--- src/rtl/mem_port_arbiter_if.sv ---
// mem_port_arbiter_if
//   Bundles every handshake and bus signal around the memory-port arbiter.
//   The signals fall into three groups:
//     - the instruction-fetch requester (if_*)
//     - the load/store requester (dm_*)
//     - the single-ported memory (mem_*)
//   It also carries the pipeline STALL and the bus_err pulse.
//
// Modports
//   master : the arbiter.
//            Drives acks, read data, mem_* requests, STALL and bus_err.
//   slave  : the environment (pipeline stages plus memory model).
//            Drives requests, addresses, write data, mem_rdata and mem_ack.
interface mem_port_arbiter_if #(
  parameter int AW = 32,
  parameter int DW = 32
);
  logic          if_req;
  logic [AW-1:0] if_addr;
  logic [DW-1:0] if_rdata;
  logic          if_ack;

  logic          dm_req;
  logic          dm_we;
  logic [AW-1:0] dm_addr;
  logic [DW-1:0] dm_wdata;
  logic [DW-1:0] dm_rdata;
  logic          dm_ack;

  logic          mem_req;
  logic          mem_we;
  logic [AW-1:0] mem_addr;
  logic [DW-1:0] mem_wdata;
  logic [DW-1:0] mem_rdata;
  logic          mem_ack;

  logic          STALL;
  logic          bus_err;

  modport master (
    input  if_req, if_addr,
    input  dm_req, dm_we, dm_addr, dm_wdata,
    input  mem_rdata, mem_ack,
    output if_rdata, if_ack, dm_rdata, dm_ack,
    output mem_req, mem_we, mem_addr, mem_wdata,
    output STALL, bus_err
  );

  modport slave (
    output if_req, if_addr,
    output dm_req, dm_we, dm_addr, dm_wdata,
    output mem_rdata, mem_ack,
    input  if_rdata, if_ack, dm_rdata, dm_ack,
    input  mem_req, mem_we, mem_addr, mem_wdata,
    input  STALL, bus_err
  );
endinterface

--- src/rtl/mem_port_arbiter.sv ---
// mem_port_arbiter
//   Shares one single-ported unified memory between instruction fetch (IF)
//   and load/store (DM).
//   - Each access is a req/ack transaction: one grant, one memory
//     request held until mem_ack, then a one-cycle ack to the requester.
//   - DM has priority. After STARVE_MAX consecutive DM grants with IF
//     waiting, the next contested slot goes to IF.
//   - STALL (active-low) freezes the pipeline while any request is
//     outstanding.
//
// Ports
//   Clk  : clock, rising edge
//   Clrn : synchronous active-low reset
//   bus  : mem_port_arbiter_if.master, which carries
//            if_*     : fetch requester
//            dm_*     : load/store requester
//            mem_*    : memory port
//            STALL    : pipeline freeze, active-low
//            bus_err  : timeout pulse
//
// Build option
//   ARB_TIMEOUT_EN : when defined, a BUSY state that sees no mem_ack for
//                    TIMEOUT cycles is abandoned:
//                      - the requester gets its ack with rdata = 0
//                      - bus_err pulses in the same cycle
//                    When undefined, BUSY waits forever and bus_err is 0.
module mem_port_arbiter #(
  parameter int AW         = 32,
  parameter int DW         = 32,
  parameter int STARVE_MAX = 3,
  parameter int TIMEOUT    = 15
) (
  input logic               Clk,
  input logic               Clrn,
  mem_port_arbiter_if.master bus
);
  localparam int SW = (STARVE_MAX < 1) ? 1 : $clog2(STARVE_MAX + 1);

  typedef enum logic [1:0] {IDLE, IF_BUSY, DM_BUSY} state_t;

  state_t        state_reg, state_next;
  logic [SW-1:0] starve_reg, starve_next;
  logic          mem_req_reg, mem_req_next;
  logic          mem_we_reg, mem_we_next;
  logic [AW-1:0] mem_addr_reg, mem_addr_next;
  logic [DW-1:0] mem_wdata_reg, mem_wdata_next;
  logic          if_ack_reg, if_ack_next;
  logic          dm_ack_reg, dm_ack_next;
  logic [DW-1:0] if_rdata_reg, if_rdata_next;
  logic [DW-1:0] dm_rdata_reg, dm_rdata_next;
  logic          dm_grant, if_grant;
  logic          done;
  logic [DW-1:0] done_data;

`ifdef ARB_TIMEOUT_EN
  localparam int WW = (TIMEOUT < 15) ? 4 : $clog2(TIMEOUT + 1);
  logic [WW-1:0] wait_reg, wait_next;
  logic          bus_err_reg, bus_err_next;
`endif

  always_comb begin
    state_next     = state_reg;
    starve_next    = starve_reg;
    mem_req_next   = mem_req_reg;
    mem_we_next    = mem_we_reg;
    mem_addr_next  = mem_addr_reg;
    mem_wdata_next = mem_wdata_reg;
    if_ack_next    = 1'b0;
    dm_ack_next    = 1'b0;
    if_rdata_next  = if_rdata_reg;
    dm_rdata_next  = dm_rdata_reg;
    dm_grant       = 1'b0;
    if_grant       = 1'b0;
    done           = 1'b0;
    done_data      = bus.mem_rdata;
`ifdef ARB_TIMEOUT_EN
    wait_next      = wait_reg;
    bus_err_next   = 1'b0;
`endif

    unique case (state_reg)
      IDLE: begin
        // DM wins unless IF has already waited through STARVE_MAX DM grants.
        dm_grant = bus.dm_req && !(bus.if_req && starve_reg == SW'(STARVE_MAX));
        if_grant = !dm_grant && bus.if_req;
        if (dm_grant) begin
          state_next     = DM_BUSY;
          mem_req_next   = 1'b1;
          mem_we_next    = bus.dm_we;
          mem_addr_next  = bus.dm_addr;
          mem_wdata_next = bus.dm_wdata;
          if (bus.if_req && starve_reg != SW'(STARVE_MAX))
            starve_next = starve_reg + 1'b1;
        end else if (if_grant) begin
          state_next     = IF_BUSY;
          mem_req_next   = 1'b1;
          mem_we_next    = 1'b0;
          mem_addr_next  = bus.if_addr;
          mem_wdata_next = '0;
          starve_next    = '0;
        end
`ifdef ARB_TIMEOUT_EN
        if (dm_grant || if_grant)
          wait_next = '0;
`endif
      end
      IF_BUSY, DM_BUSY: begin
        if (bus.mem_ack) begin
          done = 1'b1;
`ifdef ARB_TIMEOUT_EN
        end else if (wait_reg == WW'(TIMEOUT - 1)) begin
          // mem_ack has precedence, so this branch only fires without it.
          done         = 1'b1;
          done_data    = '0;
          bus_err_next = 1'b1;
        end else begin
          wait_next = wait_reg + 1'b1;
`endif
        end
        if (done) begin
          state_next   = IDLE;
          mem_req_next = 1'b0;
          mem_we_next  = 1'b0;
          if (state_reg == IF_BUSY) begin
            if_ack_next   = 1'b1;
            if_rdata_next = done_data;
          end else begin
            dm_ack_next   = 1'b1;
            dm_rdata_next = done_data;
          end
        end
      end
      default: state_next = IDLE;
    endcase

    // The starvation streak only counts while IF is actually waiting.
    if (!bus.if_req)
      starve_next = '0;
  end

  always_ff @(posedge Clk) begin
    if (!Clrn) begin
      state_reg     <= IDLE;
      starve_reg    <= '0;
      mem_req_reg   <= 1'b0;
      mem_we_reg    <= 1'b0;
      mem_addr_reg  <= '0;
      mem_wdata_reg <= '0;
      if_ack_reg    <= 1'b0;
      dm_ack_reg    <= 1'b0;
      if_rdata_reg  <= '0;
      dm_rdata_reg  <= '0;
`ifdef ARB_TIMEOUT_EN
      wait_reg      <= '0;
      bus_err_reg   <= 1'b0;
`endif
    end else begin
      state_reg     <= state_next;
      starve_reg    <= starve_next;
      mem_req_reg   <= mem_req_next;
      mem_we_reg    <= mem_we_next;
      mem_addr_reg  <= mem_addr_next;
      mem_wdata_reg <= mem_wdata_next;
      if_ack_reg    <= if_ack_next;
      dm_ack_reg    <= dm_ack_next;
      if_rdata_reg  <= if_rdata_next;
      dm_rdata_reg  <= dm_rdata_next;
`ifdef ARB_TIMEOUT_EN
      wait_reg      <= wait_next;
      bus_err_reg   <= bus_err_next;
`endif
    end
  end

  assign bus.mem_req   = mem_req_reg;
  assign bus.mem_we    = mem_we_reg;
  assign bus.mem_addr  = mem_addr_reg;
  assign bus.mem_wdata = mem_wdata_reg;
  assign bus.if_ack    = if_ack_reg;
  assign bus.dm_ack    = dm_ack_reg;
  assign bus.if_rdata  = if_rdata_reg;
  assign bus.dm_rdata  = dm_rdata_reg;
  // A requester stops stalling in the cycle its ack is presented.
  assign bus.STALL = ~((bus.if_req & ~if_ack_reg) | (bus.dm_req & ~dm_ack_reg));
`ifdef ARB_TIMEOUT_EN
  assign bus.bus_err = bus_err_reg;
`else
  assign bus.bus_err = 1'b0;
`endif
endmodule

--- src/flat_wrapper.sv ---
// flat-port wrapper written by rule: the top's interface ports become plain ports
module mem_port_arbiter_flat 
#(
  parameter int AW         = 32,
  parameter int DW         = 32,
  parameter int STARVE_MAX = 3,
  parameter int TIMEOUT    = 15
)
  (Clk, Clrn, bus_if_req, bus_if_addr, bus_dm_req, bus_dm_we, bus_dm_addr, bus_dm_wdata, bus_mem_rdata, bus_mem_ack, bus_if_rdata, bus_if_ack, bus_dm_rdata, bus_dm_ack, bus_mem_req, bus_mem_we, bus_mem_addr, bus_mem_wdata, bus_STALL, bus_bus_err);
  mem_port_arbiter_if #(.AW(AW), .DW(DW)) bus_i ();
  input logic Clk;
  input logic Clrn;
  input wire logic [$bits(bus_i.if_req)-1:0] bus_if_req;
  input wire logic [$bits(bus_i.if_addr)-1:0] bus_if_addr;
  input wire logic [$bits(bus_i.dm_req)-1:0] bus_dm_req;
  input wire logic [$bits(bus_i.dm_we)-1:0] bus_dm_we;
  input wire logic [$bits(bus_i.dm_addr)-1:0] bus_dm_addr;
  input wire logic [$bits(bus_i.dm_wdata)-1:0] bus_dm_wdata;
  input wire logic [$bits(bus_i.mem_rdata)-1:0] bus_mem_rdata;
  input wire logic [$bits(bus_i.mem_ack)-1:0] bus_mem_ack;
  output wire logic [$bits(bus_i.if_rdata)-1:0] bus_if_rdata;
  output wire logic [$bits(bus_i.if_ack)-1:0] bus_if_ack;
  output wire logic [$bits(bus_i.dm_rdata)-1:0] bus_dm_rdata;
  output wire logic [$bits(bus_i.dm_ack)-1:0] bus_dm_ack;
  output wire logic [$bits(bus_i.mem_req)-1:0] bus_mem_req;
  output wire logic [$bits(bus_i.mem_we)-1:0] bus_mem_we;
  output wire logic [$bits(bus_i.mem_addr)-1:0] bus_mem_addr;
  output wire logic [$bits(bus_i.mem_wdata)-1:0] bus_mem_wdata;
  output wire logic [$bits(bus_i.STALL)-1:0] bus_STALL;
  output wire logic [$bits(bus_i.bus_err)-1:0] bus_bus_err;
  assign bus_i.if_req = bus_if_req;
  assign bus_i.if_addr = bus_if_addr;
  assign bus_i.dm_req = bus_dm_req;
  assign bus_i.dm_we = bus_dm_we;
  assign bus_i.dm_addr = bus_dm_addr;
  assign bus_i.dm_wdata = bus_dm_wdata;
  assign bus_i.mem_rdata = bus_mem_rdata;
  assign bus_i.mem_ack = bus_mem_ack;
  assign bus_if_rdata = bus_i.if_rdata;
  assign bus_if_ack = bus_i.if_ack;
  assign bus_dm_rdata = bus_i.dm_rdata;
  assign bus_dm_ack = bus_i.dm_ack;
  assign bus_mem_req = bus_i.mem_req;
  assign bus_mem_we = bus_i.mem_we;
  assign bus_mem_addr = bus_i.mem_addr;
  assign bus_mem_wdata = bus_i.mem_wdata;
  assign bus_STALL = bus_i.STALL;
  assign bus_bus_err = bus_i.bus_err;
  mem_port_arbiter #(.AW(AW), .DW(DW), .STARVE_MAX(STARVE_MAX), .TIMEOUT(TIMEOUT)) u_core (.Clk(Clk), .Clrn(Clrn), .bus(bus_i));
endmodule
--- config.mk ---
export PLATFORM = sky130hd
export DESIGN_NAME = mem_port_arbiter_flat
export DESIGN_NICKNAME = d
export VERILOG_FILES = /design/src/rtl/mem_port_arbiter_if.sv /design/src/rtl/mem_port_arbiter.sv /design/src/flat_wrapper.sv
export SDC_FILE = /design/constraint.sdc
export NUM_CORES = 1
export LEC_CHECK = 0
export BUFFER_PORTS_ARGS = -buffer_cell sky130_fd_sc_hd__clkbuf_2
export CAP_MARGIN = 0
export CORE_ASPECT_RATIO = 0.6
export CORE_MARGIN = 4
export CORE_UTILIZATION = 45
export DETAILED_ROUTE_END_ITERATION = 12
export PLACE_DENSITY = 0.87
export SETUP_SLACK_MARGIN = 0.5
export SYNTH_ARGS = -nofsm -noshare
export SYNTH_HDL_FRONTEND = slang
export SYNTH_SLANG_ARGS = --single-unit
--- constraint.sdc ---
create_clock -name Clk -period 1.8 [get_ports Clk]
set_input_delay 0.18 -clock Clk [delete_from_list [all_inputs] [get_ports Clk]]
set_output_delay 0.18 -clock Clk [all_outputs]
set_load 0.03 [all_outputs]
==> summary.txt <==
Clock tree
  – CTS tree: yes
  – Clk root buf: clkbuf_16
  – Clock Latency Late Sink: between 0.4 and 0.5 ns
  – H-tree levels: 4
  – CTS buffer count: 17
  – Clk buf depth: 2
  – Clk pin slew, worst setup/hold paths: 0.06 ns
  – CTS sink cnt: 136

Synthesis
  – Yosys top cell area share: 52.0%
  – Yosys reg bits: 136
  – Sequential-to-total area share from yosys stat: 52.0%
  – Post-synth top area cell: dfxtp_1
  – Post-synthesis average cell area: 9.48 sq um
  – Post-synthesis cell type count: 30
  – Largest cells by area after synthesis: dfxtp_1 (52%), nand2_1 (9.6%), a21boi_0 (9.5%)
  – Synthesized area: 5230 sq um
  – Syn Nets: 690
  – Mapped Cells: between 500 and 600
  – Ys Warns: 0

Route
  – Routed wire length per instance: 20.1 microns
  – Antenna viol nets, final: 0
  – Vias per inst: 5.52
  – Drt first pass iters: 5
  – Routed wire length: 20,900 microns
  – Drt initial violations: ~430
  – Via Count: 5,750
  – DRC: 0

Timing
  – Fmax: 0.616 GHz
  – Final Skew: about 0.013 ns
  – Final setup margin: around 0.18 ns
  – Final Cycle Share: 90.2%
  – Worst-margin pin slew: 0.591 ns
  – # setup viols final: 0
  – Fin crit period: 1.62 ns
  – Hold Worst Slack: 0.00812 ns
  – Slew margin rel.: 60.6%
  – Unrepaired setup endpoints after global routing: yes
  – Final Hold Fails: 0
  – Final Max Slew Viols: 0

Power
  – Leakage: 3.75 nW
  – Net Sw Frac: around 29%
  – Gate power share: ~20%
  – Flop pwr share: 38.7%
  – Clock Power Share: approximately two fifths
  – Max VDD drop: between 0.6 and 0.7 mV
  – Int Power: 6.04 mW
  – P_sw: 2.52 mW
  – Power Density: 1040 nW/um^2

Worst setup path
  – Worst R2R Start: u_core.state_reg[1]$_SDFFE_PN0P_
  – R2R cell count: 6
  – Critical Path AT: 1.90 ns
  – Internal reg-to-reg setup slack: 0.18 ns
  – Worst Path Max Fanout: 18
  – FF-to-FF End: u_core.bus.mem_addr[17]$_SDFFE_PN0P_
  – Crit end category: register
  – Crit Path Class: register to register
  – Nature of the critical path startpoint: register
  – Worst setup startpoint: u_core.state_reg[1]$_SDFFE_PN0P_
  – Worst EP required: around 2.1 ns

Global route
  – Total GRT Usage: 29.0%
  – Initial antenna violation count: 0
  – Congestion Overflow GR: 0
  – Largest net degree at the start of global routing: between 100 and 150
  – First-pass GRT wire length: just over 30,000 microns
  – Vias in the first global route: between 5,000 and 6,000

Finish
  – Layout cell share with drive strength beyond 1: 41.4%
  – Utilization after layout: 72.7%
  – Layout area overhead: 57.5%
  – NumNets Final: between 1,000 and 1,500
  – ANT cells: 0

Placed design
  – Post-place setup slack: -0.129 ns
  – GPL Wtd Cong: approximately 0.80
  – Port Buffer Count: 266
  – Dpl hpwl: 11,400 microns

Floorplanning
  – DIE AREA: 13,500 sq um
  – Starting Density: 46.2%
  – Row count: 30
  – Die Span X: between 100 and 150 microns
  – Core Area: 11,300 sq um
  – IO Count: 268
  – Die height: between 90 and 100 microns

Min path
  – Min-delay src: bus_mem_rdata[14]
  – Hold Path Class: primary input to register
  – WHS Path Cells: 3
  – Worst Hold End: u_core.bus.dm_rdata[14]$_SDFFE_PN0P_

Run
  – Max-cap violations: 0

Run status
  – Status: completed
power groups by stage:
| stage | clock network, mW | logic (mW) | registers (mW) |
|---|---|---|---|
| floorplan | 0 | 0.518 | 3.71 |
| global placement | 0 | 1.34 | 3.36 |
| detailed placement | 0 | 1.36 | 3.36 |
| CTS | 3.53 | 1.60 | 3.30 |
| global route | 3.70 | 1.83 | 3.33 |
| finish | 3.50 | 1.74 | 3.32 |
worst max-delay path: stages (launching register included):
cell,delay (ns)
dfxtp_2,0.32
inv_2,0.08
ha_4,0.18
clkbuf_16,0.16
o21ai_4,0.16
and3_1,0.29
a221o_1,0.31
synth_stat cells, drive strengths merged:
cell type / number
dfxtp: 136
nand2: 134
a21boi: 67
and3: 34
nor2b: 34
a221o: 32
a32oi: 32
clkbuf: 31
buf: 20
inv: 5
ha: 4
o21ai: 4
a21oi: 2
and2: 2
nand3: 2
nand3b: 2
nand4b: 2
nor3: 2
a22oi: 1
and3b: 1
conb: 1
mux2i: 1
nand2b: 1
nor3b: 1
or4b: 1
per-stage QoR:
step | instances | TNS (ns) | power [mW] | cell area (sq um)
after floorplan | 552 | 0 | 4.23 | 5330
after global placement | 941 | -3.33 | 4.70 | 6750
after detailed placement | 941 | -3.19 | 4.72 | 6750
after CTS | 1034 | 0 | 8.43 | 8070
after global routing | 1042 | 0 | 8.86 | 8240
final | 1042 | 0 | 8.56 | 8240
final cells by class:
class	count	area, sq um
clock buffer	20	457
clock inverter	12	139
fill	799	3090
inverter	5	22.5
multi-input combinational	366	2450
sequential	136	2730
tap	160	200
timing repair buffer	343	2250
cells by family after synthesis:
logic type                 after synthesis  synth area share [%]
AOI/OAI and AO/OA                      138                  22.1
adders and majority gates                4                 0.957
buffers and inverters                   56                  5.05
DFF                                    136                  52.0
muxes                                    1                 0.191
other                                    1                0.0717
and+or+nand+nor                        216                  19.6
per-layer routing:
metal  share of wire [%]  GRT usage [%]  vias to the layer above  wire [microns]
li1                    -              -                     2594               -
met1                  37           33.8                     2633            7730
met2                  47           47.0                      418            9770
met3                  11           9.48                      105            2220
met4                 5.7           16.4                        0            1200
met5                   0              0                        -               0
cells in the final DEF (no fill, tap or decap), types with 5 or more instances in the layout:
master,n
and3_4,6
a21boi_0,62
buf_12,7
a221o_1,32
clkbuf_2,264
clkinvlp_4,5
buf_6,6
nor2b_1,31
clkbuf_16,20
dlygate4sd3_1,44
a32oi_1,29
dfxtp_1,132
nand2_1,133
and3_1,28
buf_4,15
timing repair:
action,in CTS,in global routing
endpoints found under the setup margin,134,136
setup buffers,11,3
gates resized for setup,21,19
hold buffers,42,2
pin swaps,6,3
gates cloned,8,3
endpoints found under the hold margin,23,2
worst max path at each step:
stage	end	cells after the start
final	u_core.bus.mem_addr[17]$_SDFFE_PN0P_	6
after global routing	u_core.bus.mem_addr[17]$_SDFFE_PN0P_	6
after CTS	u_core.bus.mem_req$_SDFFE_PN0P_	6
after detailed placement	u_core.bus.mem_addr[28]$_SDFFE_PN0P_	5
after global placement	u_core.bus.mem_addr[30]$_SDFFE_PN0P_	5
after floorplan	u_core.bus.mem_req$_SDFFE_PN0P_	6
No activity file was read; power rests on OpenSTA's default activity.
